<file path="src/rtl/down_timer.sv">
// ---------------------------------------------------------------------------
// down_timer
//
// Reloadable down-counter with one-shot and periodic modes.
//
// A reload value is captured with `load` and a countdown is launched with
// `start`. While running, every cycle with `tick` high decrements the count.
// When the count is at 1 and another tick arrives, the timer expires: it
// emits a single-cycle `tc` pulse and then either stops at 0 (one-shot) or
// reloads and keeps running (periodic). Three sticky flags report expiry,
// overrun (expiry while the previous one was not yet acknowledged) and
// errors (start with a zero reload value).
//
// Ports
//   clk      in   1      rising-edge clock
//   rst      in   1      asynchronous, active-low reset
//   in       in   WIDTH  reload value, captured when load=1
//   load     in   1      write `in` into the reload register (any state)
//   start    in   1      launch a countdown from the reload register
//   stop     in   1      abort the countdown and return to idle
//   tick     in   1      count enable while running
//   mode     in   1      0 = one-shot, 1 = periodic (sampled at expiry)
//   clr      in   1      clear expired / ovr / err
//   out      out  WIDTH  current count
//   busy     out  1      high while the timer is running
//   tc       out  1      one-cycle terminal-count pulse
//   expired  out  1      sticky: at least one expiry since last clear
//   ovr      out  1      sticky: expiry while expired was already set
//   err      out  1      sticky: start attempted with zero reload value
// ---------------------------------------------------------------------------
module down_timer #(
  parameter int WIDTH = 4
) (
  input  logic             clk,
  input  logic             rst,
  input  logic [WIDTH-1:0] in,
  input  logic             load,
  input  logic             start,
  input  logic             stop,
  input  logic             tick,
  input  logic             mode,
  input  logic             clr,
  output logic [WIDTH-1:0] out,
  output logic             busy,
  output logic             tc,
  output logic             expired,
  output logic             ovr,
  output logic             err
);

  typedef enum logic [1:0] {
    ST_IDLE = 2'd0,
    ST_RUN  = 2'd1,
    ST_DONE = 2'd2
  } state_t;

  localparam logic [WIDTH-1:0] ONE  = WIDTH'(1);
  localparam logic [WIDTH-1:0] ZERO = '0;

  // State and datapath registers
  state_t           r_state;
  logic [WIDTH-1:0] r_reload;
  logic [WIDTH-1:0] r_count;
  logic             r_tc;
  logic             r_expired;
  logic             r_ovr;
  logic             r_err;

  // Combinational decode
  state_t           w_state_next;
  logic [WIDTH-1:0] w_count_next;
  logic [WIDTH-1:0] w_start_val;
  logic             w_in_idle;
  logic             w_in_run;
  logic             w_in_done;
  logic             w_start_try;
  logic             w_start_ok;
  logic             w_start_go;
  logic             w_start_bad;
  logic             w_tick_run;
  logic             w_expire;
  logic             w_ovr_set;
  logic             w_busy;

  // -------------------------------------------------------------------------
  // Event decode shared by the next-state and datapath logic.
  // A start that coincides with a load launches from the freshly loaded
  // value, so the launch value bypasses the reload register in that case.
  // In DONE, stop wins over start; in IDLE stop has no effect, so a start
  // there proceeds regardless of stop.
  // -------------------------------------------------------------------------
  always_comb begin
    w_in_idle   = (r_state == ST_IDLE);
    w_in_run    = (r_state == ST_RUN);
    w_in_done   = (r_state == ST_DONE);
    w_start_val = load ? in : r_reload;
    w_start_ok  = (w_start_val != ZERO);
    w_start_try = start && (w_in_idle || (w_in_done && !stop));
    w_start_go  = w_start_try && w_start_ok;
    w_start_bad = w_start_try && !w_start_ok;
    // Stop suppresses any counting, expiry and flag update in RUN.
    w_tick_run  = w_in_run && !stop && tick;
    w_expire    = w_tick_run && (r_count == ONE);
    w_ovr_set   = w_expire && r_expired && !clr;
  end

  // -------------------------------------------------------------------------
  // FSM: state register
  // -------------------------------------------------------------------------
  always_ff @(posedge clk or negedge rst) begin
    if (!rst) begin
      r_state <= ST_IDLE;
    end else begin
      r_state <= w_state_next;
    end
  end

  // -------------------------------------------------------------------------
  // FSM: next-state logic
  // One-shot expiry parks in DONE; periodic expiry stays in RUN.
  // -------------------------------------------------------------------------
  always_comb begin
    w_state_next = r_state;
    unique case (r_state)
      ST_IDLE: begin
        if (w_start_go) begin
          w_state_next = ST_RUN;
        end
      end
      ST_RUN: begin
        if (stop) begin
          w_state_next = ST_IDLE;
        end else if (w_expire && !mode) begin
          w_state_next = ST_DONE;
        end
      end
      ST_DONE: begin
        if (stop) begin
          w_state_next = ST_IDLE;
        end else if (w_start_go) begin
          w_state_next = ST_RUN;
        end
      end
      default: begin
        w_state_next = ST_IDLE;
      end
    endcase
  end

  // -------------------------------------------------------------------------
  // FSM: output logic
  // -------------------------------------------------------------------------
  always_comb begin
    w_busy = (r_state == ST_RUN);
  end

  // -------------------------------------------------------------------------
  // Next count value.
  // In IDLE a plain load is mirrored on the count; a successful start takes
  // precedence (and equals `in` anyway when both happen together).
  // In RUN the count never goes below 0: a zero count (only reachable when
  // a zero reload was written mid-run and then used by a periodic reload)
  // is simply held.
  // Periodic reload uses the reload register as it stood before this edge,
  // so a load in the same cycle only affects the following period.
  // -------------------------------------------------------------------------
  always_comb begin
    w_count_next = r_count;
    unique case (r_state)
      ST_IDLE: begin
        if (w_start_go) begin
          w_count_next = w_start_val;
        end else if (load) begin
          w_count_next = in;
        end
      end
      ST_RUN: begin
        if (w_tick_run) begin
          if (r_count > ONE) begin
            w_count_next = r_count - ONE;
          end else if (w_expire) begin
            w_count_next = mode ? r_reload : ZERO;
          end
        end
      end
      ST_DONE: begin
        if (w_start_go) begin
          w_count_next = w_start_val;
        end
      end
      default: begin
        w_count_next = r_count;
      end
    endcase
  end

  // -------------------------------------------------------------------------
  // Reload register and count register.
  // -------------------------------------------------------------------------
  always_ff @(posedge clk or negedge rst) begin
    if (!rst) begin
      r_reload <= ZERO;
      r_count  <= ZERO;
    end else begin
      if (load) begin
        r_reload <= in;
      end
      r_count <= w_count_next;
    end
  end

  // -------------------------------------------------------------------------
  // Terminal-count pulse and sticky flags.
  // A set event in the same cycle as clr wins for that flag only.
  // -------------------------------------------------------------------------
  always_ff @(posedge clk or negedge rst) begin
    if (!rst) begin
      r_tc      <= 1'b0;
      r_expired <= 1'b0;
      r_ovr     <= 1'b0;
      r_err     <= 1'b0;
    end else begin
      r_tc      <= w_expire;
      r_expired <= w_expire    || (r_expired && !clr);
      r_ovr     <= w_ovr_set   || (r_ovr && !clr);
      r_err     <= w_start_bad || (r_err && !clr);
    end
  end

  assign out     = r_count;
  assign busy    = w_busy;
  assign tc      = r_tc;
  assign expired = r_expired;
  assign ovr     = r_ovr;
  assign err     = r_err;

endmodule

</file>
<file path="config.mk">
export PLATFORM = sky130hd
export DESIGN_NAME = down_timer
export DESIGN_NICKNAME = d
export VERILOG_FILES = /design/src/rtl/down_timer.sv
export SDC_FILE = /design/constraint.sdc
export NUM_CORES = 1
export LEC_CHECK = 0
export BUFFER_PORTS_ARGS = -buffer_cell sky130_fd_sc_hd__buf_2
export CAP_MARGIN = 10
export CORE_AREA = 2 2 51 53
export CTS_CLUSTER_SIZE = 8
export DETAILED_ROUTE_END_ITERATION = 8
export DIE_AREA = 0 0 53 55
export GPL_ROUTABILITY_DRIVEN = 0
export PLACE_DENSITY = 0.66
export SLEW_MARGIN = 25
export SYNTH_ARGS = -nofsm -noshare
export SYNTH_HDL_FRONTEND = slang
export SYNTH_SLANG_ARGS = --single-unit
</file>
<file path="constraint.sdc">
create_clock -name clk -period 2.7 [get_ports clk]
set_input_delay 0.135 -clock clk [delete_from_list [all_inputs] [get_ports clk]]
set_output_delay 0.135 -clock clk [all_outputs]
set_load 0.01 [all_outputs]
</file>
# After elaboration in Yosys (flattened, before gate mapping)
# Index checks and enable logic that the tools add are counted.
[totals] out_inout_bits=9 register_bits=14
[classes] n_eq_ne=8 order_cmp=1 mux=14 addsub=1 n_reduce_logical=25
[op_table] operator="$mux W4" n=8
[op_table] operator="$logic_and A1 B1 Y1" n=13
[op_table] operator="$pmux W4 S3" n=1
[op_table] operator="$mux W2" n=4
[op_table] operator="$ne A3 B2 Y1 const B" n=2
[op_table] operator="$pmux W2 S3" n=1
[op_table] operator="$reduce_and A5 Y1" n=1
[op_table] operator="$eq A4 B1 Y1 const B" n=1
[op_table] operator="$gt A4 B1 Y1 const B" n=1
[op_table] operator="$logic_not A1 Y1" n=4
[op_table] operator="$logic_or A1 B1 Y1" n=4
[op_table] operator="$ne A2 B1 Y1 const B" n=2
[op_table] operator="$reduce_bool A4 Y1" n=1
[op_table] operator="$sub A4 B1 Y4 const B" n=1
[op_table] operator="$ne A3 B1 Y1 const B" n=1
[op_table] operator="$reduce_bool A3 Y1" n=1
[op_table] operator="$eq A2 B1 Y1 const B" n=1
[op_table] operator="$eq A2 B2 Y1 const B" n=1
[op_table] operator="$logic_not A2 Y1" n=1

# Longest topological paths before layout
# Gate-level depths: netlist (run 1).
[depth] depth_word=8 depth_mapped=7 depth_no_buf=7

# Worst setup path after synthesis (run 1)
# Ideal clock, no wire load.
[synth_timing] kind="register to register" start="register r_count[0] (netlist: out[0])" end="register r_count[0] (netlist: out[0])" n_path_buf=0 t_arrival_ps=1988 period_less_slack_ps=2113 path_stages_with_launch=8 setup_slack_ps=587 setup_time_ps=125 path_cell_list="dfrtp_1 -> inv_1 -> ha_1 -> or2_0 -> nand2_1 -> nand3b_1 -> a311oi_2 -> mux2_2"
[synth_between] elab_chain_len=4 elab_cells_between_ends=9 classes_between="1 x add/sub; 1 x order compare; 2 x eq/ne; 3 x mux; 2 x reduce/logical"
[synth_lines] item="from (decl)" line_no="63" rtl="logic [WIDTH-1:0] r_count;"
[synth_lines] item="from (signal assigned)" line_no="208" rtl="r_count <= w_count_next;"
[synth_lines] item="$sub A4 B1 Y4 (tied with other cells)" line_no="180" rtl="w_count_next = r_count - ONE;"
[synth_lines] item="$mux W4 / $logic_and A1 B1 Y1 (equally long branches)" line_no="179, 103"
[synth_lines] item="$mux W4 / $ne A3 B1 Y1 (equally long branches)"
[synth_lines] item="$pmux W4 S3 / $reduce_and A5 Y1 (equally long branches)"
# Several ways; a longest one is shown, not always the timed one. The select of a mux whose other input is x is not followed.
# A chain may end at the register's enable or synchronous reset.

# Worst setup path in the final report (run 1)
# Ends and elaborated chain as after synthesis.

==> results.sh, run 1 <==
export IMPL_status="finished clean"
export IMPL_setup_viol=0
export IMPL_cts_buffer_depth=2
export IMPL_wire_per_inst_um=15.5
export IMPL_grt_start_max_net_pins=15
export IMPL_peakVddDrop_mv=0.490
export IMPL_area_growth_syn_to_layout_pct=17.3
export IMPL_power_mw=0.996
export IMPL_netlist_area_um2=962
export IMPL_power_density_nw_per_um2=882
export IMPL_clk_pin_slew_ps=90
export IMPL_arrival_ps=2470
export IMPL_yosysUniqueCellTypes=32
export IMPL_root_buffer="clkbuf_4"
export IMPL_fin_skew_ps=5.45
export IMPL_crit_start="out[0]"
export IMPL_clk_latency_ps=280
export IMPL_swShare=0.444
export IMPL_track_usage=0.204
export IMPL_synth_top_area_frac=0.364
export IMPL_grt_pass1_wl_um=4210
export IMPL_io_buffers=20
export IMPL_yosysMostFrequentCell="dfrtp_1"
export IMPL_diodes=0
export IMPL_antenna_found_initial=0
export IMPL_rsz0062_at_grt="false"
export IMPL_rrSetupSlack_ps=400
export IMPL_ys_top_cells_by_count="dfrtp_1, inv_1, o21ai_0, a21oi_1, nor2_1"
export IMPL_cts_made_buffers=3
export IMPL_timing_rr_start="out[0]"
export IMPL_die_x_um=53
export IMPL_postCtsSetupRepairBufs=0
export IMPL_crit_path_end_kind="flip-flop"
export IMPL_yosysWarningCount=0
export IMPL_min_path_type="in2reg"
export IMPL_syn_avg_cell_area_um2=9.43
export IMPL_core_area_um2=2360
export IMPL_slew_violations=0
export IMPL_hold_viol=0
export IMPL_synth_cells=102
export IMPL_yosysTopAreaCell="dfrtp_1"
export IMPL_maxCapViolCount=0
export IMPL_fin_setup_tns_ps=0
export IMPL_routed_wl_um=2430
export IMPL_post_route_min_period_ps=2300
export IMPL_syn_nets=120
export IMPL_synthArstFlopShare=1.00
export IMPL_yosysSeqAreaShare=0.364
export IMPL_tritoncts="yes"
export IMPL_dpl_hpwl_um=1910
export IMPL_clkPwrFrac=0.121
export IMPL_fmax_ghz=0.435
export IMPL_ys_ff_latch=14
export IMPL_required_ps=2870
export IMPL_num_nets_final=146
export IMPL_finalCritPeriodShare=0.852
export IMPL_drc=0
export IMPL_vias=910
export IMPL_synth_ff_type="dfrtp_1"
export IMPL_drive_above_1_share=0.278
export IMPL_num_rows=18
export IMPL_cp_max_fo=7
export IMPL_slew_headroom=0.695
export IMPL_grt_pass1_vias=869
export IMPL_die_h_um=55
export IMPL_cts_max_level=1
export IMPL_hold_start="clr"
export IMPL_start_util=0.407
export IMPL_ant_nets=0
export IMPL_criticalPathCategory="reg2reg"
export IMPL_viasPerCell=5.83
export IMPL_p_leak_nw=0.522
export IMPL_ioPinCount=21
export IMPL_synth_area_top_cells="dfrtp_1, ha_1, mux2_2"
export IMPL_p_sw_mw=0.442
export IMPL_power_share_sequential=0.318
export IMPL_tightest_slew_ps=458
export IMPL_start_kind="flip-flop"
export IMPL_die_area_um2=2920
export IMPL_overflow=0
export IMPL_drt_initial_drc_count=22
export IMPL_comb_power_share=0.562
export IMPL_drtPass1Iterations=4
export IMPL_synth_edf_count=0
export IMPL_clkSinkCount=14
export IMPL_internal_power_mw=0.554
==> cells by family after synthesis <==
group,synth area share
mux,0.0910
fa+ha+maj,0.0780
flops,0.364
simple gates,0.161
buf+inv,0.0507
compound gates,0.255
==> layout by cell type, fill, tap and decap left out, types with 2 or more instances in the layout <==
cell	n
a21oi_1	9
a32o_1	2
a32oi_1	2
and2b_1	2
and4_1	2
buf_2	20
clkbuf_4	3
dfrtp_1	14
ha_1	6
inv_1	10
mux2_2	6
mux2i_1	2
nand2_1	5
nand3_1	4
nor2_1	8
o21a_1	2
o21ai_0	10
o22ai_1	2
==> metrics by stage <==
step,area [µm²],util,instances,hold slack (ps),worst slack [ps]
finish,1130,0.477,156,25.8,401
floorplan,962,-,102,-161,587
global placement,1100,0.463,152,53.8,478
CTS,1130,0.477,156,16.2,405
detailed placement,1100,0.463,152,58.9,418
global route,1130,0.477,156,11.9,240
==> power by group through the flow <==
stage / clock [mW] / sequential, mW / combinational (mW)
finish: 0.120 / 0.316 / 0.559
global route: 0.135 / 0.326 / 0.627
floorplan: 0 / 0.323 / 0.378
CTS: 0.126 / 0.315 / 0.557
global placement: 0 / 0.315 / 0.539
detailed placement: 0 / 0.320 / 0.549
==> metal layers <==
| layer | global-route usage | vias to the layer above | share of wire |
|---|---|---|---|
| li1 | - | 430 | - |
| met2 | 0.340 | 46 | 0.47 |
| met4 | 0.0855 | 0 | 0.018 |
| met5 | 0 | - | 0 |
| met1 | 0.261 | 428 | 0.44 |
| met3 | 0.0403 | 6 | 0.077 |
==> registers in the layout, summed over array words and instances, names as in the netlist <==
signal and flops:
out 4, ovr 1, r_reload 4, expired 1, tc 1, r_state 2
err 1
==> what timing repair did <==
action / 4_1_cts / 5_1_grt
gates resized for setup: 0 / 0
endpoints found under the hold margin: 14 / 0
hold buffers: 1 / 0
==> worst max-delay path: stages (launching register included) <==
cell and delay [ps]:
dfrtp_1 470, inv_1 70, ha_1 250, or2_0 330, nand2_1 110, nand3b_1 90, a311oi_2 480, mux2_2 400
==> cell type report <==
type | count | area [µm²]
inverters | 10 | 37.5
clock buffers | 3 | 22.5
flip-flops and latches | 14 | 350
well taps | 30 | 37.5
repair buffers | 22 | 118
multi-input cells | 77 | 563
fillers | 246 | 1240
==> final timing paths <==
check / to / cells past startpoint
min in group asynchronous: r_reload[0] / 2
worst min register to register: ovr / 2
max in group asynchronous: r_state[0] / 2
worst max register to register: out[0] / 7
worst max-delay path: out[0] / 7
worst min-delay path: ovr / 2
Power figures use the tool's default switching activity.
==> run 2: changes to the inputs <==
--- a/config.mk
+++ b/config.mk
@@ -13,6 +13,7 @@
 export DIE_AREA = 0 0 53 55
 export GPL_ROUTABILITY_DRIVEN = 0
 export PLACE_DENSITY = 0.66
+export REMOVE_ABC_BUFFERS = 1
 export SLEW_MARGIN = 25
 export SYNTH_ARGS = -nofsm -noshare
 export SYNTH_HDL_FRONTEND = slang
==> run 2 against run 1 <==
Cell count rose by 0.64%. Clock skew is 6.4 ps higher. Core utilization rose by 0.58 points. Global-route usage shrank 2.6 points. Sequential cell count unchanged. Final area increased by 1.2%. Worst hold slack better by 6.9 ps. Critical path depth unchanged. Combinational power decreased by 1%. Count of clock-buffer cells in the layout grew 1. Clock power rose by 29%. Highest routed layer unchanged.
==> results.sh, run 2 (synthesis results as in run 1) <==
export IMPL_drt_initial_drc_count=18
export IMPL_overflow=0
export IMPL_area_growth_syn_to_layout_pct=18.7
export IMPL_hold_end="ovr"
export IMPL_cpPeakStageDelay_ps=480
export IMPL_vias=858
export IMPL_critPathBufInv=1
export IMPL_required_ps=2870
export IMPL_grt_start_max_net_pins=15
export IMPL_ant_nets=0
export IMPL_core_area_um2=2360
export IMPL_power_density_nw_per_um2=893
export IMPL_routed_wl_um=2250
export IMPL_criticalPathCategory="reg2reg"
export IMPL_arrival_ps=2440
export IMPL_dpl_hpwl_um=1840
export IMPL_hold_viol=0
export IMPL_p_leak_nw=0.530
export IMPL_start_kind="flip-flop"
export IMPL_maxCapViolCount=0
export IMPL_fin_skew_ps=11.8
export IMPL_layout_commonest_cell="buf_2"
export IMPL_cts_buffer_depth=2
export IMPL_drtPass1Iterations=4
export IMPL_num_nets_final=146
export IMPL_grt_pass1_vias=809
export IMPL_root_buffer="clkbuf_4"
export IMPL_crit_path_end_kind="flip-flop"
export IMPL_peakVddDrop_mv=0.464
export IMPL_r2r_end="out[2]"
export IMPL_grt_pass1_wl_um=3680
export IMPL_viasPerCell=5.46
export IMPL_crit_chain="inv_1 > ha_1 > or2_0 > nand2_1 > nand3b_1 > a311oi_2 > mux2_2"
export IMPL_clkSinkCount=14
export IMPL_ff2ff_path_depth=7
export IMPL_finalCritPeriodShare=0.843
export IMPL_cts_resized=0
export IMPL_crit_path_top_delay_cell="a311oi_2"
export IMPL_setup_viol=0
export IMPL_diodes=0
export IMPL_clk_latency_ps=290
export IMPL_post_route_min_period_ps=2280
export IMPL_fin_setup_tns_ps=0
export IMPL_die_h_um=55
export IMPL_track_usage=0.179
export IMPL_io_buffers=20
export IMPL_die_area_um2=2920
export IMPL_status="finished clean"
export IMPL_clk_pin_slew_ps=80
export IMPL_rrSetupSlack_ps=420
export IMPL_cp_max_fo=7
export IMPL_drc=0
export IMPL_die_x_um=53
export IMPL_slew_headroom=0.693
export IMPL_whs_path_depth=2
export IMPL_slew_violations=0
export IMPL_drive_above_1_share=0.283
export IMPL_rsz0062_at_grt="false"
export IMPL_final_cell_mix="buf_2, dfrtp_1, inv_1, o21ai_0, a21oi_1"
export IMPL_start_util=0.407
export IMPL_cts_made_buffers=3
export IMPL_num_rows=18
export IMPL_tightest_slew_ps=461
export IMPL_timing_rr_start="out[0]"
export IMPL_path_delay_family="simple AND/OR/NAND/NOR gates"
export IMPL_min_path_type="in2reg"
export IMPL_tritoncts="yes"
export IMPL_wire_per_inst_um=14.3
export IMPL_hold_start="clr"
export IMPL_cts_max_level=1
export IMPL_fmax_ghz=0.439
export IMPL_antenna_found_initial=0
export IMPL_ioPinCount=21
export IMPL_power_mw=1.02
==> run 2: how the worst max path moves through the flow <==
| stage | from | endpoint | depth (start not counted) |
|---|---|---|---|
| 2_1_floorplan | out[0] | out[0] | 7 |
| 3_3_place_gp | out[0] | out[0] | 7 |
| 3_5_place_dp | out[0] | out[2] | 7 |
| 4_1_cts | out[0] | out[2] | 7 |
| 5_1_grt | r_state[0] | out[2] | 7 |
| 6_report | out[0] | out[2] | 7 |
==> run 2: cell type report <==
class	count	area [µm²]
Clock buffer	4	36.3
Fill cell	241	1220
Inverter	10	37.5
Multi-Input combinational cell	77	563
Sequential cell	14	350
Tap cell	30	37.5
Timing Repair Buffer	22	118
==> run 2: repair_timing <==
| action | 4_1_cts | 5_1_grt |
|---|---|---|
| setup buffers | 0 | 0 |
| endpoints found under the hold margin | 14 | 0 |
| hold buffers | 1 | 0 |
==> run 2: power by group <==
part           switching (mW)  internal (mW)
sequential             0.0536          0.259
combinational           0.310          0.242
clock                  0.0735         0.0820
==> run 2: routing by layer <==
layer | track usage | part of all wire
met4 | 0.0726 | 0.0076
met1 | 0.224 | 0.46
met3 | 0.0349 | 0.067
met2 | 0.304 | 0.47
met5 | 0 | 0
==> run 2: per-stage QoR <==
stage / util / std cells / hold WS, ps / area, µm² / setup WS, ps
final: 0.483 / 157 / 32.7 / 1140 / 424
after floorplan: - / 101 / -161 / 951 / 587
after global placement: 0.463 / 152 / 47.2 / 1100 / 495
after CTS: 0.483 / 157 / 23.4 / 1140 / 419
after detailed placement: 0.463 / 152 / 50.2 / 1100 / 434
after global routing: 0.483 / 157 / 31.2 / 1140 / 264
==> run 3: changes to the inputs <==
--- a/config.mk
+++ b/config.mk
@@ -12,7 +12,7 @@
 export DETAILED_ROUTE_END_ITERATION = 8
 export DIE_AREA = 0 0 53 55
 export GPL_ROUTABILITY_DRIVEN = 0
-export PLACE_DENSITY = 0.66
+export PLACE_DENSITY = 0.68
 export REMOVE_ABC_BUFFERS = 1
 export SLEW_MARGIN = 25
 export SYNTH_ARGS = -nofsm -noshare
==> constraint.sdc (replaced) <==
create_clock -name clk -period 2 [get_ports clk]
set_input_delay 0.1 -clock clk [delete_from_list [all_inputs] [get_ports clk]]
set_output_delay 0.1 -clock clk [all_outputs]
set_load 0.01 [all_outputs]
==> run 3 against run 2 <==
Wire length up 7.0%. First-iteration DRC count down 5.6%. Core utilization increased by 5.4 points.
==> results.sh, run 3 (synthesis results as in run 1) <==
export IMPL_cts_max_level=1
export IMPL_cpPeakStageDelay_ps=400
export IMPL_dpl_hpwl_um=1810
export IMPL_fin_skew_ps=5.22
export IMPL_drtPass1Iterations=4
export IMPL_maxCapViolCount=0
export IMPL_required_ps=2190
export IMPL_critPathBufInv=1
export IMPL_clkSinkCount=14
export IMPL_p_sw_mw=0.642
export IMPL_num_nets_final=160
export IMPL_arrival_ps=2080
export IMPL_grt_pass1_wl_um=3880
export IMPL_num_rows=18
export IMPL_hold_start="in[0]"
export IMPL_ioPinCount=21
export IMPL_tritoncts="yes"
export IMPL_criticalPathCategory="reg2reg"
export IMPL_status="finished clean"
export IMPL_peakVddDrop_mv=0.734
export IMPL_tightest_slew_ps=335
export IMPL_final_cell_area_um2=1270
export IMPL_final_cells=171
export IMPL_path_delay_family="simple AND/OR/NAND/NOR gates"
export IMPL_drive_above_1_share=0.369
export IMPL_die_area_um2=2920
export IMPL_area_growth_syn_to_layout_pct=32.1
export IMPL_setup_viol=0
export IMPL_fill_cells=225
export IMPL_routed_wl_um=2410
export IMPL_swShare=0.409
export IMPL_diodes=0
export IMPL_final_cell_mix="buf_2, dfrtp_1, buf_4"
export IMPL_ant_nets=0
export IMPL_slew_headroom=0.777
export IMPL_track_usage=0.184
export IMPL_die_x_um=53
export IMPL_layout_commonest_cell="buf_2"
export IMPL_start_util=0.407
export IMPL_wire_per_inst_um=14.1
export IMPL_comb_power_share=0.599
export IMPL_antenna_found_initial=0
export IMPL_whs_path_depth=2
export IMPL_min_path_type="in2reg"
export IMPL_final_util=0.538
export IMPL_slew_violations=0
export IMPL_fin_setup_tns_ps=0
export IMPL_drc=0
export IMPL_clk_pin_slew_ps=100
export IMPL_clkPwrFrac=0.138
export IMPL_drt_initial_drc_count=17
export IMPL_core_area_um2=2360
export IMPL_clk_latency_ps=290
export IMPL_root_buffer="clkbuf_4"
export IMPL_hold_end="r_reload[0]"
export IMPL_crit_chain="inv_1 > ha_2 > or2_0 > nand2_1 > nand3b_1 > a311oi_4 > mux2_2"
export IMPL_power_density_nw_per_um2=1240
export IMPL_die_h_um=55
export IMPL_finalCritPeriodShare=0.945
export IMPL_fin_hold_ws_ps=100
export IMPL_placed_cells=162
export IMPL_timing_rr_start="out[0]"
export IMPL_setup_ws_ps=110
export IMPL_vias=944
export IMPL_p_leak_nw=0.600
export IMPL_cts_made_buffers=3
export IMPL_io_buffers=20
export IMPL_internal_power_mw=0.929
export IMPL_cts_buffer_depth=2
export IMPL_crit_path_top_delay_cell="dfrtp_1"
export IMPL_start_kind="flip-flop"
export IMPL_power_mw=1.57
export IMPL_hold_viol=0
export IMPL_grt_pass1_vias=895
export IMPL_place_ws_ps=26.2
export IMPL_ff2ff_path_depth=7
export IMPL_overflow=0
export IMPL_viasPerCell=5.52
export IMPL_power_share_sequential=0.262
export IMPL_crit_path_end_kind="flip-flop"
export IMPL_rrSetupSlack_ps=110
export IMPL_grt_start_max_net_pins=15
export IMPL_post_route_min_period_ps=1890
export IMPL_cp_max_fo=5
export IMPL_fmax_ghz=0.529
export IMPL_placed_area_um2=1170
export IMPL_r2r_end="out[0]"
[run 3: changes by cell type in the layout (fill, tap and decap cells not counted)]
cell / change
ha_2: +1
and2b_2: +1
ha_1: -1
o22ai_1: -1
o22ai_2: +1
o21ai_1: +3
and2b_1: -1
a311oi_2: -1
buf_4: +13
dlygate4sd3_1: +1
a311oi_4: +1
o21ai_0: -3
[run 3: area by class of cell]
class | instances | area, µm² | area share
well taps | 30 | 37.5 | 0.0295
multi-input cells | 77 | 584 | 0.460
inverters | 10 | 37.5 | 0.0295
repair buffers | 36 | 225 | 0.177
flip-flops and latches | 14 | 350 | 0.276
clock buffers | 4 | 36.3 | 0.0285
[run 3: repair_timing]
action,4_1_cts,5_1_grt
buffers inserted,0,3
hold buffers,2,0
hold endpoints to repair,15,0
endpoints found under the setup margin,0,4
resized for setup,0,7
[run 3: worst register-to-register path, stage by stage, from the launching register on]
cell      delay, ps
dfrtp_1         400
inv_1            70
ha_2            210
or2_0           240
nand2_1          80
nand3b_1        120
a311oi_4        300
mux2_2          380
[run 3: power by group through the flow]
stage          logic, mW  clock network (mW)  registers (mW)
5_1_grt             1.05               0.233           0.419
3_3_place_gp       0.845                   0           0.417
6_report           0.942               0.217           0.412
3_5_place_dp       0.855                   0           0.421
2_1_floorplan      0.507                   0           0.435
4_1_cts            0.866               0.216           0.412
[run 3: how the worst max path moves through the flow]
stage / startpoint / endpoint / depth (start not counted)
3_5_place_dp: out[0] / out[0] / 7
6_report: out[0] / out[0] / 7
3_3_place_gp: out[0] / out[0] / 7
2_1_floorplan: out[0] / out[0] / 7
5_1_grt: r_state[1] / out[1] / 7
4_1_cts: out[0] / out[2] / 7
[run 3: routing by layer]
metal  wire [µm]  track usage  up-vias
met5           0            0        -
met2        1150        0.313       29
met4          22       0.0641        0
met1        1130        0.231      453
met3         110       0.0430        2
li1            -            -      460
